$ cat config.mk
export PLATFORM = sky130hd
export DESIGN_NAME = ydm_lsu
export DESIGN_NICKNAME = d
export VERILOG_FILES = /design/src/rtl/ydm_pkg.sv /design/src/rtl/ydm_lane.sv /design/src/rtl/ydm_lsu.sv
export SDC_FILE = /design/constraint.sdc
export NUM_CORES = 1
export LEC_CHECK = 0
export BUFFER_PORTS_ARGS = -buffer_cell sky130_fd_sc_hd__buf_4
export CAP_MARGIN = 10
export CORE_MARGIN = 2
export CORE_UTILIZATION = 50
export CTS_BUF_LIST = sky130_fd_sc_hd__clkbuf_16
export DETAILED_ROUTE_END_ITERATION = 12
export HOLD_SLACK_MARGIN = 0.02
export PLACE_DENSITY = 0.89
export SYNTH_ARGS = -nofsm -noshare
export SYNTH_HDL_FRONTEND = slang
export SYNTH_SLANG_ARGS = --single-unit
$ cat constraint.sdc
create_clock -name clk -period 4.65 [get_ports clk]
set_input_delay 0.93 -clock clk [delete_from_list [all_inputs] [get_ports clk]]
set_output_delay 0.93 -clock clk [all_outputs]
set_load 0.02 [all_outputs]
$ cat src/rtl/ydm_pkg.sv
// rtl/ydm_pkg.sv - shared encodings for the ydm load/store unit
package ydm_pkg;

  // funct3 size/sign encodings
  localparam logic [2:0] F3_B  = 3'b000;
  localparam logic [2:0] F3_H  = 3'b001;
  localparam logic [2:0] F3_W  = 3'b010;
  localparam logic [2:0] F3_BU = 3'b100;
  localparam logic [2:0] F3_HU = 3'b101;

  // base byte-enable patterns before shifting into the addressed lane
  localparam logic [3:0] STRB_NONE = 4'b0000;
  localparam logic [3:0] STRB_B    = 4'b0001;
  localparam logic [3:0] STRB_H    = 4'b0011;
  localparam logic [3:0] STRB_W    = 4'b1111;

  typedef enum logic [1:0] {
    ST_IDLE,
    ST_REQ,
    ST_WAIT,
    ST_RESP
  } lsu_state_e;

  typedef enum logic [1:0] {
    SZ_B,
    SZ_H,
    SZ_W
  } acc_size_e;

  // Unlisted funct3 values (011, 110, 111) fall through to word
  function automatic acc_size_e f3_size(input logic [2:0] f3);
    case (f3)
      F3_B, F3_BU: return SZ_B;
      F3_H, F3_HU: return SZ_H;
      default:     return SZ_W;
    endcase
  endfunction

endpackage

$ cat src/rtl/ydm_lane.sv
// rtl/ydm_lane.sv - byte/half/word lane steering and load extension (YDM_MISALIGN_TRAP_EN enables misalign detection)
module ydm_lane
  import ydm_pkg::*;
#(
  parameter int XLEN = 32
) (
  input  logic [2:0]        funct3,
  input  logic [1:0]        a,
  input  logic [XLEN-1:0]   rd2,
  input  logic [XLEN-1:0]   rdata,
  output logic [XLEN/8-1:0] wstrb,
  output logic [XLEN-1:0]   wdata,
  output logic [XLEN-1:0]   ldata,
  output logic              misalign
);

  acc_size_e       size;
  logic [1:0]      a_eff;
  logic            zext;
  logic [XLEN-1:0] lane;

  // Size decode and the alignment actually used for strobes and extraction;
  // halves drop a[0] and words drop a[1:0] so memory is always hit naturally aligned.
  always_comb begin
    size  = f3_size(funct3);
    zext  = funct3[2];
    a_eff = 2'b00;
    case (size)
      SZ_B:    a_eff = a;
      SZ_H:    a_eff = {a[1], 1'b0};
      default: a_eff = 2'b00;
    endcase
  end

  // Store steering: strobe shifted into the lane, data replicated across all lanes
  always_comb begin
    wstrb = STRB_NONE;
    wdata = '0;
    case (size)
      SZ_B: begin
        wstrb = STRB_B << a_eff;
        wdata = {4{rd2[7:0]}};
      end
      SZ_H: begin
        wstrb = STRB_H << a_eff;
        wdata = {2{rd2[15:0]}};
      end
      default: begin
        wstrb = STRB_W;
        wdata = rd2;
      end
    endcase
  end

  // Load extraction: shift the addressed lane down, then sign- or zero-extend
  always_comb begin
    lane  = rdata >> {a_eff, 3'b000};
    ldata = lane;
    case (size)
      SZ_B:    ldata = {{(XLEN-8){lane[7] & ~zext}}, lane[7:0]};
      SZ_H:    ldata = {{(XLEN-16){lane[15] & ~zext}}, lane[15:0]};
      default: ldata = lane;
    endcase
  end

`ifdef YDM_MISALIGN_TRAP_EN
  // Odd half or non-word-aligned word is reported instead of silently aligned
  always_comb begin
    misalign = 1'b0;
    case (size)
      SZ_H:    misalign = a[0];
      SZ_W:    misalign = (a != 2'b00);
      default: misalign = 1'b0;
    endcase
  end
`else
  assign misalign = 1'b0;
`endif

endmodule

$ cat src/rtl/ydm_lsu.sv
// rtl/ydm_lsu.sv - memory-access stage with req/gnt/rvalid data-memory handshake (optional YDM_MISALIGN_TRAP_EN)
module ydm_lsu
  import ydm_pkg::*;
#(
  parameter int XLEN = 32,
  parameter int RD_W = 5
) (
  input  logic              clk,
  input  logic              rst_n,
  input  logic              ex_valid,
  output logic              ex_ready,
  input  logic [XLEN-1:0]   ex_z,
  input  logic [XLEN-1:0]   ex_rd2,
  input  logic              ex_mem_read,
  input  logic              ex_mem_write,
  input  logic [2:0]        ex_funct3,
  input  logic [RD_W-1:0]   ex_rd,
  output logic              dm_req,
  output logic              dm_we,
  output logic [XLEN-1:0]   dm_addr,
  output logic [XLEN-1:0]   dm_wdata,
  output logic [XLEN/8-1:0] dm_wstrb,
  input  logic              dm_gnt,
  input  logic              dm_rvalid,
  input  logic [XLEN-1:0]   dm_rdata,
  output logic              wb_valid,
  output logic [XLEN-1:0]   wb_data,
  output logic [RD_W-1:0]   wb_rd,
  output logic              misalign
);

  lsu_state_e        state;
  logic              ld_q;
  logic [2:0]        f3_q;
  logic [1:0]        a_q;
  logic [RD_W-1:0]   rd_q;

  logic              idle;
  logic              is_mem;
  logic [2:0]        lane_f3;
  logic [1:0]        lane_a;
  logic [XLEN/8-1:0] lane_wstrb;
  logic [XLEN-1:0]   lane_wdata;
  logic [XLEN-1:0]   lane_ldata;
  logic              lane_mis;

  assign idle     = (state == ST_IDLE);
  assign ex_ready = idle;
  assign is_mem   = ex_mem_read | ex_mem_write;

  // The lane helper sees the incoming instruction while idle (store steering,
  // misalign check) and the captured one afterwards (load extraction).
  assign lane_f3 = idle ? ex_funct3 : f3_q;
  assign lane_a  = idle ? ex_z[1:0] : a_q;

  ydm_lane #(.XLEN(XLEN)) u_lane (
    .funct3   (lane_f3),
    .a        (lane_a),
    .rd2      (ex_rd2),
    .rdata    (dm_rdata),
    .wstrb    (lane_wstrb),
    .wdata    (lane_wdata),
    .ldata    (lane_ldata),
    .misalign (lane_mis)
  );

  // Single FSM owning the memory request and write-back registers
  always_ff @(posedge clk or negedge rst_n) begin
    if (!rst_n) begin
      state    <= ST_IDLE;
      dm_req   <= 1'b0;
      dm_we    <= 1'b0;
      dm_addr  <= '0;
      dm_wdata <= '0;
      dm_wstrb <= '0;
      wb_valid <= 1'b0;
      wb_data  <= '0;
      wb_rd    <= '0;
      misalign <= 1'b0;
      ld_q     <= 1'b0;
      f3_q     <= 3'b000;
      a_q      <= 2'b00;
      rd_q     <= '0;
    end else begin
      case (state)
        ST_IDLE: begin
          if (ex_valid) begin
            if (!is_mem) begin
              wb_valid <= 1'b1;
              wb_data  <= ex_z;
              wb_rd    <= ex_rd;
              state    <= ST_RESP;
            end else if (lane_mis) begin
              // faulting access: report the address, never touch memory
              wb_valid <= 1'b1;
              misalign <= 1'b1;
              wb_data  <= ex_z;
              wb_rd    <= '0;
              state    <= ST_RESP;
            end else begin
              // read wins when both read and write are flagged
              dm_req   <= 1'b1;
              dm_we    <= ~ex_mem_read;
              dm_addr  <= {ex_z[XLEN-1:2], 2'b00};
              dm_wstrb <= ex_mem_read ? '0 : lane_wstrb;
              dm_wdata <= ex_mem_read ? '0 : lane_wdata;
              ld_q     <= ex_mem_read;
              f3_q     <= ex_funct3;
              a_q      <= ex_z[1:0];
              rd_q     <= ex_rd;
              state    <= ST_REQ;
            end
          end
        end
        ST_REQ: begin
          if (dm_gnt) begin
            dm_req <= 1'b0;
            if (ld_q) begin
              state <= ST_WAIT;
            end else begin
              wb_valid <= 1'b1;
              wb_data  <= '0;
              wb_rd    <= '0;
              state    <= ST_RESP;
            end
          end
        end
        ST_WAIT: begin
          if (dm_rvalid) begin
            wb_valid <= 1'b1;
            wb_data  <= lane_ldata;
            wb_rd    <= rd_q;
            state    <= ST_RESP;
          end
        end
        ST_RESP: begin
          wb_valid <= 1'b0;
          wb_data  <= '0;
          wb_rd    <= '0;
          misalign <= 1'b0;
          state    <= ST_IDLE;
        end
        default: state <= ST_IDLE;
      endcase
    end
  end

endmodule

==> metrics.cfg <==
[route]
routed_via_density = 5.81
dr.pass1.iters = 5
wire_per_inst_um = 19.7
drc_errors = 0
drt_iter0_markers = 352
vias = 5163
wl_um = 17500
drt.antenna.violating_nets = 0

[clock_tree]
numCtsBuffers = 17
cts_resized = 0
path_clk_slew_ns = 0.05
postCtsSetupRepairBufs = 0
cts_sinks = 119
clock_path_buffers = 2
clock_latency_ns = 0.41
cts_tree = yes
postCtsHoldBufs = 0
htree_levels = 4
cts_root_buf = clkbuf_16

[timing]
finalClockSkew_ns = 0.00859
period_needed_ns = 3.17
rsz0062_at_grt = no
fin_setup_tns_ns = 0
clock.fmax_mhz = 315
tightest_slew_ns = 0.930
fin_ws_ns = 1.48
setup_viol = 0
whs_ns = 0.420
slew_headroom_pct = 38.0
fin_crit_sh_pct = 68.2
drv_slew = 0
hold_viol = 0

[worst_setup_path]
startpoint_type = register
critPathKind = reg -> reg
crit_start = state[0]$_DFFE_PN0P_
worstPathRequired_ns = 4.91
cp_max_fo = 31
worstReg2RegStart = state[0]$_DFFE_PN0P_
arrival_ns = 3.43
cp-end-kind = register
reg2regPathDepth = 7

[worst_hold_path]
min_path_type = in -> async

[layout]
syn_to_final_growth_pct = 39.8
fin_nets = 851
multi_input_area_mm2 = 0.00255
seqCellArea_mm2 = 0.00298
instances_no_fill = 889
nFillCells = 738
antenna_cells = 0
drive_gt1_share_pct = 41.1

[grt]
grtUsageTotal_pct = 29.2
grt_pass1_wl_um = 28200
antenna_found_initial = 0
grt_max_degree = 61
grt_overflow_total = 0
grt_pass1_vias = 5358

[die]
dieArea_mm2 = 0.0122
num_rows = 38
ioPinCount = 221
core_area_mm2 = 0.0110
die_width_um = 111
start_util_pct = 51.7
die_y_um = 111

[pwr]
vdd_ir_drop_max_mv = 0.490
p_sw_mw = 2.52
p_seq_share_pct = 30.1
leakage_nw = 3.93
power_density_mw_per_mm2 = 764
power_frac_clock_pct = 19.0
swShare_pct = 41.6
power_mw = 6.07
power_frac_comb_pct = 50.9
power.internal_mw = 3.54

[synthesis]
synthDistinctLibCells = 42
syn_inst = 529
synth_ff_type = dfrtp_1
ys_warn_count = 0
postSynthAreaPerCell_um2 = 10.7
async_flop_share_pct = 100
synth_edf_count = 0
ys_ff_latch = 119
synth.cell_area_mm2 = 0.00568
yosysSeqAreaShare_pct = 52.4

[place]
placed_cells = 857
gp_congestion = 0.910
numPortBuffers = 217
dp_hpwl_um = 13000
post-place-ws_ns = 1.54

[outcome]
status = completed

[job]
drv_cap = 0

final cells by class:
| type | count | area share, % |
|---|---|---|
| Clock buffer | 17 | 5.36 |
| Timing Repair Buffer | 225 | 21.3 |
| Tap cell | 140 | 2.21 |
| Inverter | 8 | 0.378 |
| Multi-Input combinational cell | 365 | 32.1 |
| Sequential cell | 119 | 37.5 |
| Clock inverter | 15 | 1.21 |
per-layer routing:
metal  up-vias  global-route usage [%]  wire [µm]
met2       294                    49.2       8930
met3        38                    8.73       1540
met4         0                    10.9        494
met5         -                       0          0
met1      2528                    35.5       6560
li1       2303                       -          -
synth_stat cells, types with 4 or more instances:
cell,instances,area [µm²]
buf_2,11,55.1
clkbuf_1,21,78.8
a21oi_1,12,60.1
o21ai_0,40,200
buf_4,6,45.0
nand2_1,55,206
nor2_1,55,206
ha_1,4,50.1
mux2_2,47,529
inv_1,8,30.0
nand2b_1,10,62.6
nand3_1,11,55.1
o221ai_1,16,140
dfrtp_1,119,2980
a221oi_1,6,52.6
o211ai_1,8,60.1
o311ai_1,11,96.3
mux2i_1,39,390
and2_1,18,113
o311ai_0,5,43.8
metrics by stage:
stage	instance area, µm²	utilization, %
2_1_floorplan	5690	-
3_3_place_gp	7420	67.6
3_5_place_dp	7420	67.6
4_1_cts	7940	72.3
5_1_grt	7940	72.3
6_report	7940	72.3
worst max-delay path: stages, from the launching register on:
cell      delay [ns]
dfrtp_1         0.42
inv_1           0.15
ha_2            0.62
mux2i_4         0.65
buf_4           0.42
nand2_1         0.31
o221ai_1        0.28
o21ai_0         0.15
final timing paths:
check | endpoint | slack, ns
worst max register to register | dm_wdata[26]$_DFFE_PN0P_ | 1.48
worst min register to register | dm_wdata[6]$_DFFE_PN0P_ | 0.48
max in group asynchronous | dm_addr[24]$_DFFE_PN0P_ | 3.16
min in group clk | dm_wdata[6]$_DFFE_PN0P_ | 0.48
worst min-delay path | dm_addr[6]$_DFFE_PN0P_ | 0.42
worst max-delay path | dm_wdata[26]$_DFFE_PN0P_ | 1.48
layout by cell type (no fill, tap or decap), types with 11 or more instances in the layout:
cell / Yosys / final
mux2i_1: 39 / 38
nor2_1: 55 / 55
nand2_1: 55 / 55
o311ai_1: 11 / 11
o221ai_1: 16 / 16
dfrtp_1: 119 / 119
buf_4: 6 / 225
a21oi_1: 12 / 12
clkbuf_16: 0 / 17
mux2_2: 47 / 47
o21ai_0: 40 / 40
and2_1: 18 / 18
state kept, by name, summed over array words and instances, names as in the netlist, 2 cells and up:
name / flops
state: 2
dm_wdata: 32
f3_q: 3
rd_q: 5
dm_wstrb: 4
a_q: 2
wb_rd: 5
dm_addr: 30
wb_data: 32
cells by family after synthesis:
family	count (synthesis)	share of synthesized area [%]
AO/OA/AOI/OAI	109	13.3
adder cells (fa/ha/maj)	4	0.881
buffers and inverters	47	3.74
flip-flops	119	52.4
multiplexers	87	16.6
other	1	0.0660
AND/OR/NAND/NOR	162	13.1
power groups by stage:
stage / Sequential (mW) / Clock, mW / Combinational (mW)
after floorplan: 2.26 / 0 / 1.42
final: 1.83 / 1.15 / 3.09
after detailed placement: 1.82 / 0 / 3.08
after global placement: 1.80 / 0 / 2.98
after global routing: 1.88 / 1.21 / 3.32
after CTS: 1.82 / 1.17 / 3.09
(Power assumes the default switching activity.)
